File: src/rtl/ps2_rx_frame_ctrl.sv
// PS/2 receive frame controller: synchronizes and filters the device clock, assembles
// start/8 data/parity/stop frames and reports accepted codes, parity and framing faults.
module ps2_rx_frame_ctrl #(
  parameter int FILTER_LEN     = 4,
  parameter int TIMEOUT_CYCLES = 5000
) (
  input  logic       clk,
  input  logic       reset,
  input  logic       ps2_clk,
  input  logic       ps2_data,
  output logic [7:0] scan_code,
  output logic       code_valid,
  output logic       parity_err,
  output logic       frame_err,
  output logic       busy
);

  localparam int FW = $clog2(FILTER_LEN + 1);
  localparam int TW = $clog2(TIMEOUT_CYCLES + 1);

  typedef enum logic [1:0] {
    IDLE   = 2'd0,
    DATA   = 2'd1,
    PARITY = 2'd2,
    STOP   = 2'd3
  } state_t;

  state_t          state;
  logic [1:0]      clk_sync;
  logic [1:0]      data_sync;
  logic            clk_s;
  logic            data_s;
  logic            filt_clk;
  logic            filt_prev;
  logic [FW-1:0]   filt_cnt;
  logic            fall;
  logic [2:0]      bitcnt;
  logic [7:0]      shreg;
  logic            par_bit;
  logic [TW-1:0]   tcnt;
  logic            timeout;
  logic            parity_ok;

  // Handshake-free output contract: code_valid/parity_err/frame_err are single-cycle
  // registered pulses; scan_code is stable whenever code_valid is high and holds otherwise.

  always_ff @(posedge clk or posedge reset) begin
    if (reset) begin
      clk_sync  <= 2'b11;
      data_sync <= 2'b11;
    end else begin
      clk_sync  <= {clk_sync[0], ps2_clk};
      data_sync <= {data_sync[0], ps2_data};
    end
  end

  assign clk_s  = clk_sync[1];
  assign data_s = data_sync[1];

  // The filtered level only moves after FILTER_LEN consecutive disagreeing samples.
  always_ff @(posedge clk or posedge reset) begin
    if (reset) begin
      filt_clk  <= 1'b1;
      filt_prev <= 1'b1;
      filt_cnt  <= '0;
    end else begin
      filt_prev <= filt_clk;
      if (clk_s == filt_clk) begin
        filt_cnt <= '0;
      end else if (filt_cnt == FW'(FILTER_LEN - 1)) begin
        filt_clk <= clk_s;
        filt_cnt <= '0;
      end else begin
        filt_cnt <= filt_cnt + FW'(1);
      end
    end
  end

  assign fall      = filt_prev & ~filt_clk;
  assign timeout   = (state != IDLE) && !fall && (tcnt == TW'(TIMEOUT_CYCLES - 1));
  assign parity_ok = ^{shreg, par_bit};

  always_ff @(posedge clk or posedge reset) begin
    if (reset) begin
      state      <= IDLE;
      bitcnt     <= '0;
      shreg      <= '0;
      par_bit    <= 1'b0;
      tcnt       <= '0;
      scan_code  <= '0;
      code_valid <= 1'b0;
      parity_err <= 1'b0;
      frame_err  <= 1'b0;
      busy       <= 1'b0;
    end else begin
      code_valid <= 1'b0;
      parity_err <= 1'b0;
      frame_err  <= 1'b0;

      if (fall || state == IDLE) begin
        tcnt <= '0;
      end else begin
        tcnt <= tcnt + TW'(1);
      end

      if (timeout) begin
        // Partial byte is dropped; the next falling edge must be a fresh start bit.
        state     <= IDLE;
        busy      <= 1'b0;
        bitcnt    <= '0;
        frame_err <= 1'b1;
        tcnt      <= '0;
      end else if (fall) begin
        case (state)
          IDLE: begin
            if (!data_s) begin
              state  <= DATA;
              busy   <= 1'b1;
              bitcnt <= '0;
            end
          end
          DATA: begin
            shreg[bitcnt] <= data_s;
            if (bitcnt == 3'd7) begin
              state <= PARITY;
            end else begin
              bitcnt <= bitcnt + 3'd1;
            end
          end
          PARITY: begin
            par_bit <= data_s;
            state   <= STOP;
          end
          STOP: begin
            state  <= IDLE;
            busy   <= 1'b0;
            bitcnt <= '0;
            // A bad stop bit outranks a parity fault: one flag per frame.
            if (!data_s) begin
              frame_err <= 1'b1;
            end else if (parity_ok) begin
              scan_code  <= shreg;
              code_valid <= 1'b1;
            end else begin
              parity_err <= 1'b1;
            end
          end
          default: begin
            state <= IDLE;
            busy  <= 1'b0;
          end
        endcase
      end
    end
  end

  a_one_flag : assert property (@(posedge clk) disable iff (reset)
    $onehot0({code_valid, parity_err, frame_err}));

  a_busy_state : assert property (@(posedge clk) disable iff (reset)
    busy == (state != IDLE));

endmodule

File: config.mk
export PLATFORM = sky130hd
export DESIGN_NAME = ps2_rx_frame_ctrl
export DESIGN_NICKNAME = d
export VERILOG_FILES = /design/src/rtl/ps2_rx_frame_ctrl.sv
export SDC_FILE = /design/constraint.sdc
export NUM_CORES = 1
export LEC_CHECK = 0
export CORE_MARGIN = 1.5
export CORE_UTILIZATION = 60
export CTS_CLUSTER_SIZE = 25
export DETAILED_ROUTE_END_ITERATION = 10
export GPL_TIMING_DRIVEN = 1
export PLACE_DENSITY = 0.82
export SKIP_LAST_GASP = 1
export SYNTH_ARGS = -nofsm -noshare
export SYNTH_HDL_FRONTEND = slang
export SYNTH_SLANG_ARGS = --single-unit
File: constraint.sdc
create_clock -name clk -period 3.2 [get_ports clk]
set_input_delay 0.48 -clock clk [delete_from_list [all_inputs] [get_ports clk]]
set_output_delay 0.48 -clock clk [all_outputs]
set_load 0.05 [all_outputs]
### Word level (Yosys, flattened, before mapping)

Index checks and enable logic that the tools add are counted.

* bitwise logic cells: 4
* muxes and demuxes: 35
* reductions and logical operators: 18
* add/subtract/negate cells: 3
* magnitude comparators: 2
* eq/ne operators: 10

Operators by type and width (number)
* 2-to-1 mux 13 bit: 2
* 2-to-1 mux 1 bit: 18
* 2-to-1 mux 3 bit: 6
* adder 13 x 1 -> 13 bit (second input constant): 1
* == test 13 bit (second input constant): 1
* AND reduction 3 bit: 4
* != test 3 bit (second input constant): 3
* case mux 3 bit (3 select lines): 1
* parity 9 bit: 1
* bitwise mux 8 bit: 1
* 2-to-1 mux 2 bit: 4
* case mux 2 bit (4 select lines): 1
* adder 3 x 1 -> 3 bit (second input constant): 2
* AND reduction 5 bit: 1
* == test 2 bit (second input constant): 2
* less-than comparator 3 x 4 -> 1 bit (second input constant): 1
* AND reduction 4 bit: 1
* nonzero test 2 bit: 2
* nonzero test 4 bit: 1
* demux 1 bit (select 3 bit): 1
* == test 3 x 2 -> 1 bit (second input constant): 1
* == test 3 bit (second input constant): 1
* greater-or-equal comparator 3 x 1 -> 1 bit (second input constant): 1
* logical AND 1 bit: 3
* 10 further kinds: 12

* word-level logic and storage cells: 87
* input port bits: 4
* register bits: 48

### Longest topological paths before layout

Gate-level depths: netlist (run 1).

* word-level depth: 7
* mapped depth: 7
* depth with buffers taken out: 6

### Worst setup path before layout (run 1)

Ideal clock, no wire load.

* path type: reg2reg
* start: register tcnt[3]
* end: register bitcnt[0]
* path buffers: 0
* data arrival time: 1.871 ns
* required time: 3.075 ns
* setup slack: 1.204 ns
* cell stages (with the launch flop): 6
* cell sequence: dfrtp_1 -> or4b_4 -> nor3_4 -> nand2_2 -> a311o_1 -> mux2_4

* word-level cells in the longest chain between the ends: 4
* elaborated cells on any way between the ends: 8
* classes of those cells: 3 x eq/ne; 1 x mux; 4 x reduce/logical

RTL lines
* from (decl): RTL line 40 `logic [TW-1:0] tcnt;`
* from (signal assigned): RTL line 103 `tcnt <= tcnt + TW'(1);`
* == test 13 bit *: RTL line 80 `assign timeout = (state != IDLE) && !fall && (tcnt == TW'(TIMEOUT_CYCLES - 1));`
* logical AND 1 bit *: RTL line 80
* != test 3 bit (no line), or another cell as far along
* AND reduction 4 bit (no line)
* to (signal assigned): RTL line 127 `bitcnt <= bitcnt + 3'd1;`
* to (decl): RTL line 37 `logic [2:0] bitcnt;`

Mark *: on every way between the ends. The rest lies on a longest branch, timed or not.
A chain may end at the register's enable or synchronous reset.

### Worst setup path in the final report (run 1)

* start: register filt_prev
* end: register scan_code[6]

* word-level cells in the longest chain between the ends: 6

RTL lines
* from (decl): RTL line 34 `logic filt_prev;`
* from (signal assigned): RTL line 67 `filt_prev <= filt_clk;`
* AND 1 bit *: RTL line 79 `assign fall = filt_prev & ~filt_clk;`
* logical NOT 1 bit: RTL line 80
* logical AND 1 bit (2 in a row): RTL line 80
* inverter 1 bit (no line)
* AND reduction 5 bit (no line) *
* to (signal assigned): RTL line 142 `scan_code <= shreg;`
* to (decl): RTL line 11 `output logic [7:0] scan_code,`

Marked as above.

==> flow_metrics.env, run 1 <==
export IMPL_dr_pass1_iters=4
export IMPL_worst_path_max_delay_cell="nor2b_1"
export IMPL_cts_htree_levels=2
export IMPL_worstSkewPairLatency_ps=300
export IMPL_syn_nets=201
export IMPL_setup_viol=0
export IMPL_synth_seq_cells=48
export IMPL_dpl_cell_area_mm2=0.002400
export IMPL_relSlewSlack_pct=34.98
export IMPL_hold_path_cell_count=0
export IMPL_dieArea_mm2=0.004069
export IMPL_grt_overflow=0
export IMPL_clock_sinks=48
export IMPL_cpPeakStageDelay_ps=570
export IMPL_crit_path_end_kind="register"
export IMPL_diodes=0
export IMPL_root_buffer="clkbuf_8"
export IMPL_yosysWarnings=0
export IMPL_cp_arrival_ps=2490
export IMPL_synth_cell_type_count=38
export IMPL_ios=16
export IMPL_hpwl_um=2697
export IMPL_drtIter0Drc=132
export IMPL_synth_main_ff_cell="dfrtp_1"
export IMPL_routed_wl_um=3792
export IMPL_fin_skew_ps=11.51
export IMPL_cts_buffer_depth=2
export IMPL_totalPowerFinal_uw=2024
export IMPL_yosysTopAreaCell="dfrtp_1"
export IMPL_cts_tree="done"
export IMPL_power_density_mw_per_mm2=805.9
export IMPL_antenna_found_initial=0
export IMPL_place_port_buffers=15
export IMPL_path_clk_slew_ps=90
export IMPL_setup_tns_ps=0
export IMPL_period_minus_slack_ps=2302
export IMPL_leakage_uw=0.001129
export IMPL_cts_resized=0
export IMPL_synth_top_cell_area_share_pct=47.40
export IMPL_stdcell_area_mm2=0.002511
export IMPL_r2r_end="scan_code[6]$_DFFE_PP0P_"
export IMPL_tightest_slew_ps=973.8
export IMPL_report_final_hold_viol_count=0
export IMPL_irDropWorstVdd_mv=0.4483
export IMPL_avgSynthCellArea_um2=11.73
export IMPL_drt_drc_violations_left=0
export IMPL_start_util_pct=64.41
export IMPL_required_ps=3390
export IMPL_coreArea_mm2=0.003442
export IMPL_regToRegSetupSlack_ps=900
export IMPL_vias_per_cell=5.845
export IMPL_cts_buffers=5
export IMPL_synth_edff_count=0
export IMPL_layout_cells_non_filler=252
export IMPL_num_vias=1473
export IMPL_wire_per_inst_um=15.05
export IMPL_rsz0062_at_grt="no"
export IMPL_netlist_area_mm2=0.002217
export IMPL_rows=21
export IMPL_nets=217
export IMPL_areaGrowthSynthToFinish_pct=13.26
export IMPL_status="completed"
export IMPL_finalCritPeriodShare_pct=71.93
export IMPL_die_w_um=63.79
export IMPL_hp_class="register to register"
export IMPL_die_y_um=63.79
export IMPL_critPathLaunchType="register"
export IMPL_n_fill_cell=246
export IMPL_placedCellCount=244
export IMPL_ff2ff_path_depth=4
export IMPL_cap_violations=0
export IMPL_grt_pass1_vias=1577
export IMPL_gp_congestion=0.8300
export IMPL_path_class="register to register"
export IMPL_worstPathCellList="nor2b_1, nand4_1, mux2i_2, mux2_2"
export IMPL_fmax_mhz=434.5
export IMPL_maxSlewViolCount=0
export IMPL_hold_buffers=0
export IMPL_final_util_pct=72.96
export IMPL_synthTopCellsByArea="dfrtp_1 (47%), mux2_2 (7.6%), dfstp_2 (7.1%), ha_1 (4.5%), xnor2_1 (4.3%)"
export IMPL_post_cts_setup_buffers=0
export IMPL_grt_first_pass_wirelength_um=7044
export IMPL_ant_nets=0
export IMPL_multi_input_area_um2=957.2
export IMPL_grt_max_degree=49
export IMPL_r2r_start="filt_prev$_DFF_PP1_"
export IMPL_ys_seq_area_share_pct=54.51
export IMPL_syn_inst=189
export IMPL_min_delay_start="data_sync[0]$_DFF_PP1_"
export IMPL_drive_above_1_share_pct=16.99
export IMPL_synthArstFlopShare_pct=100.0
export IMPL_hold_end="data_sync[1]$_DFF_PP1_"
export IMPL_grt_use_total_pct=21.95
export IMPL_cp_max_fo=12
export IMPL_seqCellArea_mm2=0.001209
[layer usage]
metal | GRT usage [%] | wire length (µm) | up-vias
li1 | - | - | 692
met5 | 0 | 0 | -
met1 | 28.26 | 1696 | 745
met4 | 8.967 | 43 | 0
met2 | 36.72 | 1913 | 30
met3 | 3.873 | 137 | 6
[synthesized netlist by cell type, drive strengths merged (2+ instances only)]
master,number
nor3b,3
dfrtp,42
nor2,17
nand3b,2
xnor2,11
nand2b,2
nor3,5
dfstp,6
xor2,9
clkbuf,5
inv,7
ha,8
a21oi,2
a22o,2
or4b,2
and2,3
a211oi,2
nand4,6
nand2,10
and4,2
mux2,16
o21ai,8
nand3,6
nor2b,3
o31ai,2
mux2i,2
[worst max-delay path, delay by kind of cell (launching register included)]
| kind | cells | cell delay, ps |
|---|---|---|
| flip-flops | 1 | 540 |
| multiplexers | 2 | 880 |
| AND/OR/NAND/NOR | 2 | 770 |
[final cells by class]
type                       instances  share of cell area [%]
inverter                           7                   1.046
clock inverter                     3                   1.694
clock buffer                       5                   2.740
multi-input combinational        128                   38.12
sequential                        48                   48.13
tap                               46                   2.292
timing repair buffer              15                   5.979
[placed cells by master, fill, tap and decap left out, drive strengths merged, types with 7 or more instances in the layout]
cell type	n
o21ai	8
ha	8
xnor2	11
nand2	10
mux2	16
nor2	17
clkdlybuf4s50	15
xor2	9
dfrtp	42
inv	7
[worst max-delay path by stage]
stage	start	end	slack, ps
2_1_floorplan	tcnt[3]$_DFF_PP0_	bitcnt[0]$_DFFE_PP0P_	1200
3_3_place_gp	filt_prev$_DFF_PP1_	scan_code[3]$_DFFE_PP0P_	1020
3_5_place_dp	filt_prev$_DFF_PP1_	scan_code[6]$_DFFE_PP0P_	900
4_1_cts	filt_prev$_DFF_PP1_	scan_code[6]$_DFFE_PP0P_	890
5_1_grt	filt_prev$_DFF_PP1_	scan_code[1]$_DFFE_PP0P_	690
6_report	filt_prev$_DFF_PP1_	scan_code[6]$_DFFE_PP0P_	900
[registers in the layout (all words and copies together) (netlist names), 2 cells and up]
register / cells
state: 2
tcnt: 13
clk_sync: 2
shreg: 8
filt_cnt: 3
bitcnt: 3
scan_code: 8
data_sync: 2
[report_power, final]
| group | internal (µW) | switching [µW] | total (µW) |
|---|---|---|---|
| Clock | 231 | 198 | 429 |
| Sequential | 737 | 108 | 846 |
| Combinational | 308 | 441 | 749 |
| Total | 1280 | 747 | 2020 |
[kinds of logic (layout without fill, tap and decap cells)]
group / after synthesis / in the layout / synth area share, %
buffers and inverters: 13 / 30 / 2.313
AND/OR/NAND/NOR: 63 / 63 / 15.75
adder cells (fa/ha/maj): 8 / 8 / 4.515
flip-flops: 48 / 48 / 54.51
AO/OA/AOI/OAI: 19 / 19 / 5.643
XOR/XNOR: 20 / 20 / 7.901
multiplexers: 18 / 18 / 9.368
[per-stage QoR]
step	worst slack, ps	hold slack [ps]
floorplan	1204	345.2
global route	688.5	365.2
CTS	885.1	360.0
global placement	1020	346.1
finish	898.2	358.8
detailed placement	900.3	346.8
Power figures use the tool's default switching activity.
==> run 2, diff against run 1 <==
Settings changed: CORE_UTILIZATION 60 to 57, PLACE_DENSITY 0.82 to 0.79.
Clock period 3.2 ns to 2.37 ns, I/O delays scaled along.
==> run 2 against run 1 <==
  * First-iteration DRC count down 31%
  * Wire length fell by 1.5%
  * Maximum frequency increased by 8.8%
  * Clock skew is 5.7 ps lower
  * Non-clock buffer count grew 4
  * Core utilization down 4.8 points
  * Hold slack better by 1.1 ps
  * Die area up 5.0%
  * Total power increased by 32%
  * Register-to-register slack got worse by 640 ps
  * Critical path type unchanged
  * Largest power group unchanged
==> flow_metrics.env, run 2 (same netlist as run 1, synthesis figures left out) <==
export IMPL_setup_tns_ps=0
export IMPL_final_common_cell="dfrtp_1"
export IMPL_worstPathCellList="or4b_4, nor3_4, nand2_2, a311o_1, mux2_4"
export IMPL_hold_buffers=0
export IMPL_grt_overflow=0
export IMPL_cap_violations=0
export IMPL_grt_first_pass_wirelength_um=6610
export IMPL_diodes=0
export IMPL_crit_path_end_kind="register"
export IMPL_ios=16
export IMPL_report_final_hold_viol_count=0
export IMPL_setup_viol=0
export IMPL_clock_sinks=48
export IMPL_routed_wl_um=3737
export IMPL_finalCritPeriodShare_pct=89.29
export IMPL_p_sw_uw=996.7
export IMPL_cp_max_fo=5
export IMPL_dieArea_mm2=0.004273
export IMPL_relSlewSlack_pct=60.74
export IMPL_switching_share_pct=37.24
export IMPL_start_util_pct=60.11
export IMPL_cp_arrival_ps=2310
export IMPL_mostFrequentLayoutCells="dfrtp_1 (42), nor2_1 (17), mux2_2 (15), clkdlybuf4s50_1 (15), xnor2_1 (11)"
export IMPL_vias_per_cell=5.519
export IMPL_grt_max_degree=49
export IMPL_hp_class="register to register"
export IMPL_drt_drc_violations_left=0
export IMPL_gp_congestion=0.7745
export IMPL_final_util_pct=68.15
export IMPL_path_class="register to register"
export IMPL_power_frac_comb_pct=40.1
export IMPL_place_port_buffers=15
export IMPL_grt_use_total_pct=20.87
export IMPL_cts_buffers=5
export IMPL_cts_htree_levels=2
export IMPL_areaGrowthSynthToFinish_pct=13.37
export IMPL_cpPeakStageDelay_ps=570
export IMPL_worstSkewPairLatency_ps=300
export IMPL_seqPwrFrac_pct=42.6
export IMPL_largest_reg_flops=13
export IMPL_p_int_uw=1679
export IMPL_rows=22
export IMPL_required_ps=2560
export IMPL_clkPwrFrac_pct=17.3
export IMPL_leakage_uw=0.001137
export IMPL_rsz0062_at_grt="no"
export IMPL_hpwl_um=2614
export IMPL_irDropWorstVdd_mv=0.6610
export IMPL_top_register="tcnt"
export IMPL_post_cts_setup_buffers=0
export IMPL_fmax_mhz=472.6
export IMPL_dr_pass1_iters=4
export IMPL_num_vias=1424
export IMPL_period_minus_slack_ps=2116
export IMPL_cp_top_family="simple AND/OR/NAND/NOR gates"
export IMPL_coreArea_mm2=0.003689
export IMPL_cts_resized=0
export IMPL_critPathLaunchType="register"
export IMPL_reg_top3="tcnt (13), scan_code (8), shreg (8)"
export IMPL_die_w_um=65.37
export IMPL_nets=221
export IMPL_drtIter0Drc=91
export IMPL_worst_path_max_delay_cell="or4b_4"
export IMPL_antenna_found_initial=0
export IMPL_fin_skew_ps=5.810
export IMPL_tightest_slew_ps=589.0
export IMPL_wire_per_inst_um=14.48
export IMPL_cts_buffer_depth=2
export IMPL_drive_above_1_share_pct=17.62
export IMPL_path_clk_slew_ps=80
export IMPL_cp_num_buf_inv=0
export IMPL_ant_nets=0
export IMPL_status="completed"
export IMPL_grt_pass1_vias=1471
export IMPL_die_y_um=65.37
export IMPL_power_density_mw_per_mm2=1065
export IMPL_cts_tree="done"
export IMPL_root_buffer="clkbuf_8"
export IMPL_n_fill_cell=289
export IMPL_maxSlewViolCount=0
[run 2: cell types whose count changed in the layout (fill, tap and decap cells not counted)]
cell / previous run / this run
buf_4: 0 / 4
bufinv_16: 1 / 0
clkbuf_1: 0 / 2
clkinvlp_4: 1 / 0
[run 2: per-layer routing]
metal	up-vias	wire (µm)	global-route usage (%)
met5	-	0	0
met4	0	65	9.375
met3	6	114	5.479
met2	21	1786	32.40
met1	703	1771	27.71
li1	694	-	-
[run 2: worst register-to-register path, cell delays in order, from the launching register on]
cell	delay, ps
dfrtp_1	450
or4b_4	570
nor3_4	260
nand2_2	80
a311o_1	390
mux2_4	270
[run 2: metrics by stage]
stage                     std cells  cell area [µm²]  power [µW]  worst slack [ps]  hold WS, ps
after CTS                       258             2514        2693             278.6        360.8
after floorplan                 189             2217        1922             373.8        345.2
after global placement          250             2432        2157             319.2        346.0
after detailed placement        250             2432        2228             286.1        347.3
final                           258             2514        2676             253.9        359.9
after global routing            258             2514        2853             175.9        367.8
[run 2: power groups by stage]
| stage | Combinational, µW | Clock (µW) | Sequential [µW] |
|---|---|---|---|
| final | 1070 | 464 | 1140 |
| after detailed placement | 1070 | 0 | 1160 |
| after global routing | 1180 | 506 | 1170 |
| after CTS | 1080 | 477 | 1140 |
| after floorplan | 703 | 0 | 1220 |
| after global placement | 1020 | 0 | 1140 |
[run 2: cell type report]
class | instances | area (µm²) | area share, %
well taps | 48 | 60.06 | 2.389
clock buffers | 7 | 76.32 | 3.036
multi-input cells | 128 | 957.2 | 38.08
repair buffers | 19 | 180.2 | 7.168
clock inverters | 1 | 5.005 | 0.1991
flip-flops and latches | 48 | 1209 | 48.08
inverters | 7 | 26.28 | 1.045
[run 2: worst paths after layout]
check | cells past startpoint | endpoint | startpoint | slack, ps
max | 5 | bitcnt[0]$_DFFE_PP0P_ | tcnt[3]$_DFF_PP0_ | 250
min | 0 | clk_sync[1]$_DFF_PP1_ | clk_sync[0]$_DFF_PP1_ | 360
max reg2reg | 5 | bitcnt[0]$_DFFE_PP0P_ | tcnt[3]$_DFF_PP0_ | 250
min reg2reg | 0 | clk_sync[1]$_DFF_PP1_ | clk_sync[0]$_DFF_PP1_ | 360
max in group asynchronous | 3 | tcnt[0]$_DFF_PP0_ | reset | 1450
min in group asynchronous | 3 | scan_code[2]$_DFFE_PP0P_ | reset | 530
==> run 3, diff against run 2 <==
Settings changed: CORE_ASPECT_RATIO set to 0.5.
==> run 3 against run 2 <==
  * Total power grew 2.5%
  * First-iteration DRC count grew 29%
  * Critical path type unchanged
  * Highest routed layer unchanged
  * Flip-flop and latch count is the same
  * Cell count grew 1.2%
  * Cell area grew 1.7%
  * Clock-buffer cell count shrank 1
==> flow_metrics.env, run 3 (same netlist as run 1, synthesis figures left out) <==
export IMPL_hold_path_cell_count=0
export IMPL_worstPathCellList="or4b_4, nor3_4, nand2_2, a311o_1, mux2_4"
export IMPL_power_density_mw_per_mm2=1074
export IMPL_cts_resized=0
export IMPL_routed_wl_um=3634
export IMPL_areaGrowthSynthToFinish_pct=15.29
export IMPL_seqCellArea_mm2=0.001209
export IMPL_reg_top3="tcnt (13), scan_code (8), shreg (8)"
export IMPL_critPathLaunchType="register"
export IMPL_status="completed"
export IMPL_period_minus_slack_ps=2111
export IMPL_required_ps=2560
export IMPL_cp_arrival_ps=2300
export IMPL_dpl_cell_area_mm2=0.002449
export IMPL_tightest_slew_ps=603.3
export IMPL_grt_first_pass_wirelength_um=6334
export IMPL_largest_reg_flops=13
export IMPL_ios=16
export IMPL_ff2ff_path_depth=5
export IMPL_final_util_pct=71.31
export IMPL_final_common_cell="dfrtp_1"
export IMPL_hpwl_um=2545
export IMPL_multi_input_area_um2=957.2
export IMPL_leakage_uw=0.001155
export IMPL_worstSkewPairLatency_ps=310
export IMPL_cts_buffers=5
export IMPL_antenna_found_initial=0
export IMPL_stdcell_area_mm2=0.002556
export IMPL_hold_buffers=0
export IMPL_crit_path_end_kind="register"
export IMPL_top_register="tcnt"
export IMPL_rsz0062_at_grt="no"
export IMPL_relSlewSlack_pct=59.70
export IMPL_coreArea_mm2=0.003585
export IMPL_totalPowerFinal_uw=2744
export IMPL_cpPeakStageDelay_ps=560
export IMPL_fmax_mhz=473.7
export IMPL_rows=15
export IMPL_cts_tree="done"
export IMPL_die_y_um=47.10
export IMPL_setup_viol=0
export IMPL_nets=221
export IMPL_fin_skew_ps=9.121
export IMPL_hp_class="register to register"
export IMPL_grt_use_total_pct=19.95
export IMPL_cap_violations=0
export IMPL_drtIter0Drc=117
export IMPL_gp_congestion=0.8261
export IMPL_worst_path_max_delay_cell="or4b_4"
export IMPL_start_util_pct=61.85
export IMPL_dr_pass1_iters=4
export IMPL_grt_max_degree=49
export IMPL_maxSlewViolCount=0
export IMPL_num_vias=1445
export IMPL_report_final_hold_viol_count=0
export IMPL_clock_sinks=48
export IMPL_place_port_buffers=15
export IMPL_drt_drc_violations_left=0
export IMPL_root_buffer="clkbuf_8"
export IMPL_dieArea_mm2=0.004296
export IMPL_n_fill_cell=240
export IMPL_finalCritPeriodShare_pct=89.07
export IMPL_irDropWorstVdd_mv=0.4632
export IMPL_die_w_um=91.20
export IMPL_vias_per_cell=5.536
export IMPL_cts_htree_levels=2
export IMPL_cp_max_fo=5
export IMPL_grt_overflow=0
export IMPL_drive_above_1_share_pct=18.10
export IMPL_setup_tns_ps=0
export IMPL_grt_pass1_vias=1330
export IMPL_diodes=0
export IMPL_mostFrequentLayoutCells="dfrtp_1 (42), nor2_1 (17), mux2_2 (15), clkdlybuf4s50_1 (15), xnor2_1 (11)"
export IMPL_path_clk_slew_ps=90
export IMPL_ant_nets=0
export IMPL_post_cts_setup_buffers=0
export IMPL_cts_buffer_depth=2
export IMPL_wire_per_inst_um=13.92
export IMPL_path_class="register to register"
## run 3: path summary, 6_finish.rpt
| check | startpoint | end | slack [ps] |
|---|---|---|---|
| worst max-delay path | tcnt[3]$_DFF_PP0_ | bitcnt[0]$_DFFE_PP0P_ | 260 |
| worst min-delay path | clk_sync[0]$_DFF_PP1_ | clk_sync[1]$_DFF_PP1_ | 360 |
| worst max register to register | tcnt[3]$_DFF_PP0_ | bitcnt[0]$_DFFE_PP0P_ | 260 |
| worst min register to register | clk_sync[0]$_DFF_PP1_ | clk_sync[1]$_DFF_PP1_ | 360 |
| max in group asynchronous | reset | filt_clk$_DFFE_PP1P_ | 1700 |
| min in group asynchronous | reset | scan_code[7]$_DFFE_PP0P_ | 410 |
## run 3: power by group
part	total [µW]	internal, µW	switching (µW)
registers	1140	995	142
clock network	583	313	269
logic	1020	440	584
## run 3: final cells by class
type	instances	share of cell area (%)
multi-input cells	128	37.44
flip-flops and latches	48	47.28
inverters	7	1.028
repair buffers	19	7.538
well taps	51	2.496
clock buffers	6	2.839
clock inverters	2	1.371
## run 3: through the flow
step / instances / setup WS, ps / hold WS, ps
3_3_place_gp: 253 / 328.4 / 345.8
6_report: 261 / 259.1 / 359.5
3_5_place_dp: 253 / 268.2 / 347.3
4_1_cts: 261 / 260.7 / 359.9
5_1_grt: 261 / 88.68 / 369.8
2_1_floorplan: 189 / 373.8 / 345.2
## run 3: layer usage
metal,GRT usage [%],wire length (µm),vias up
li1,-,-,693
met1,25.00,1787,725
met2,34.48,1693,22
met3,6.311,120,5
met4,6.563,32,0
met5,0,0,-
## run 3: worst max-delay path, delay by kind of cell (launching register included)
kind,cells,cell delay [ps]
AOI/OAI and AO/OA,1,390
muxes,1,260
DFF,1,430
and+or+nand+nor,3,910
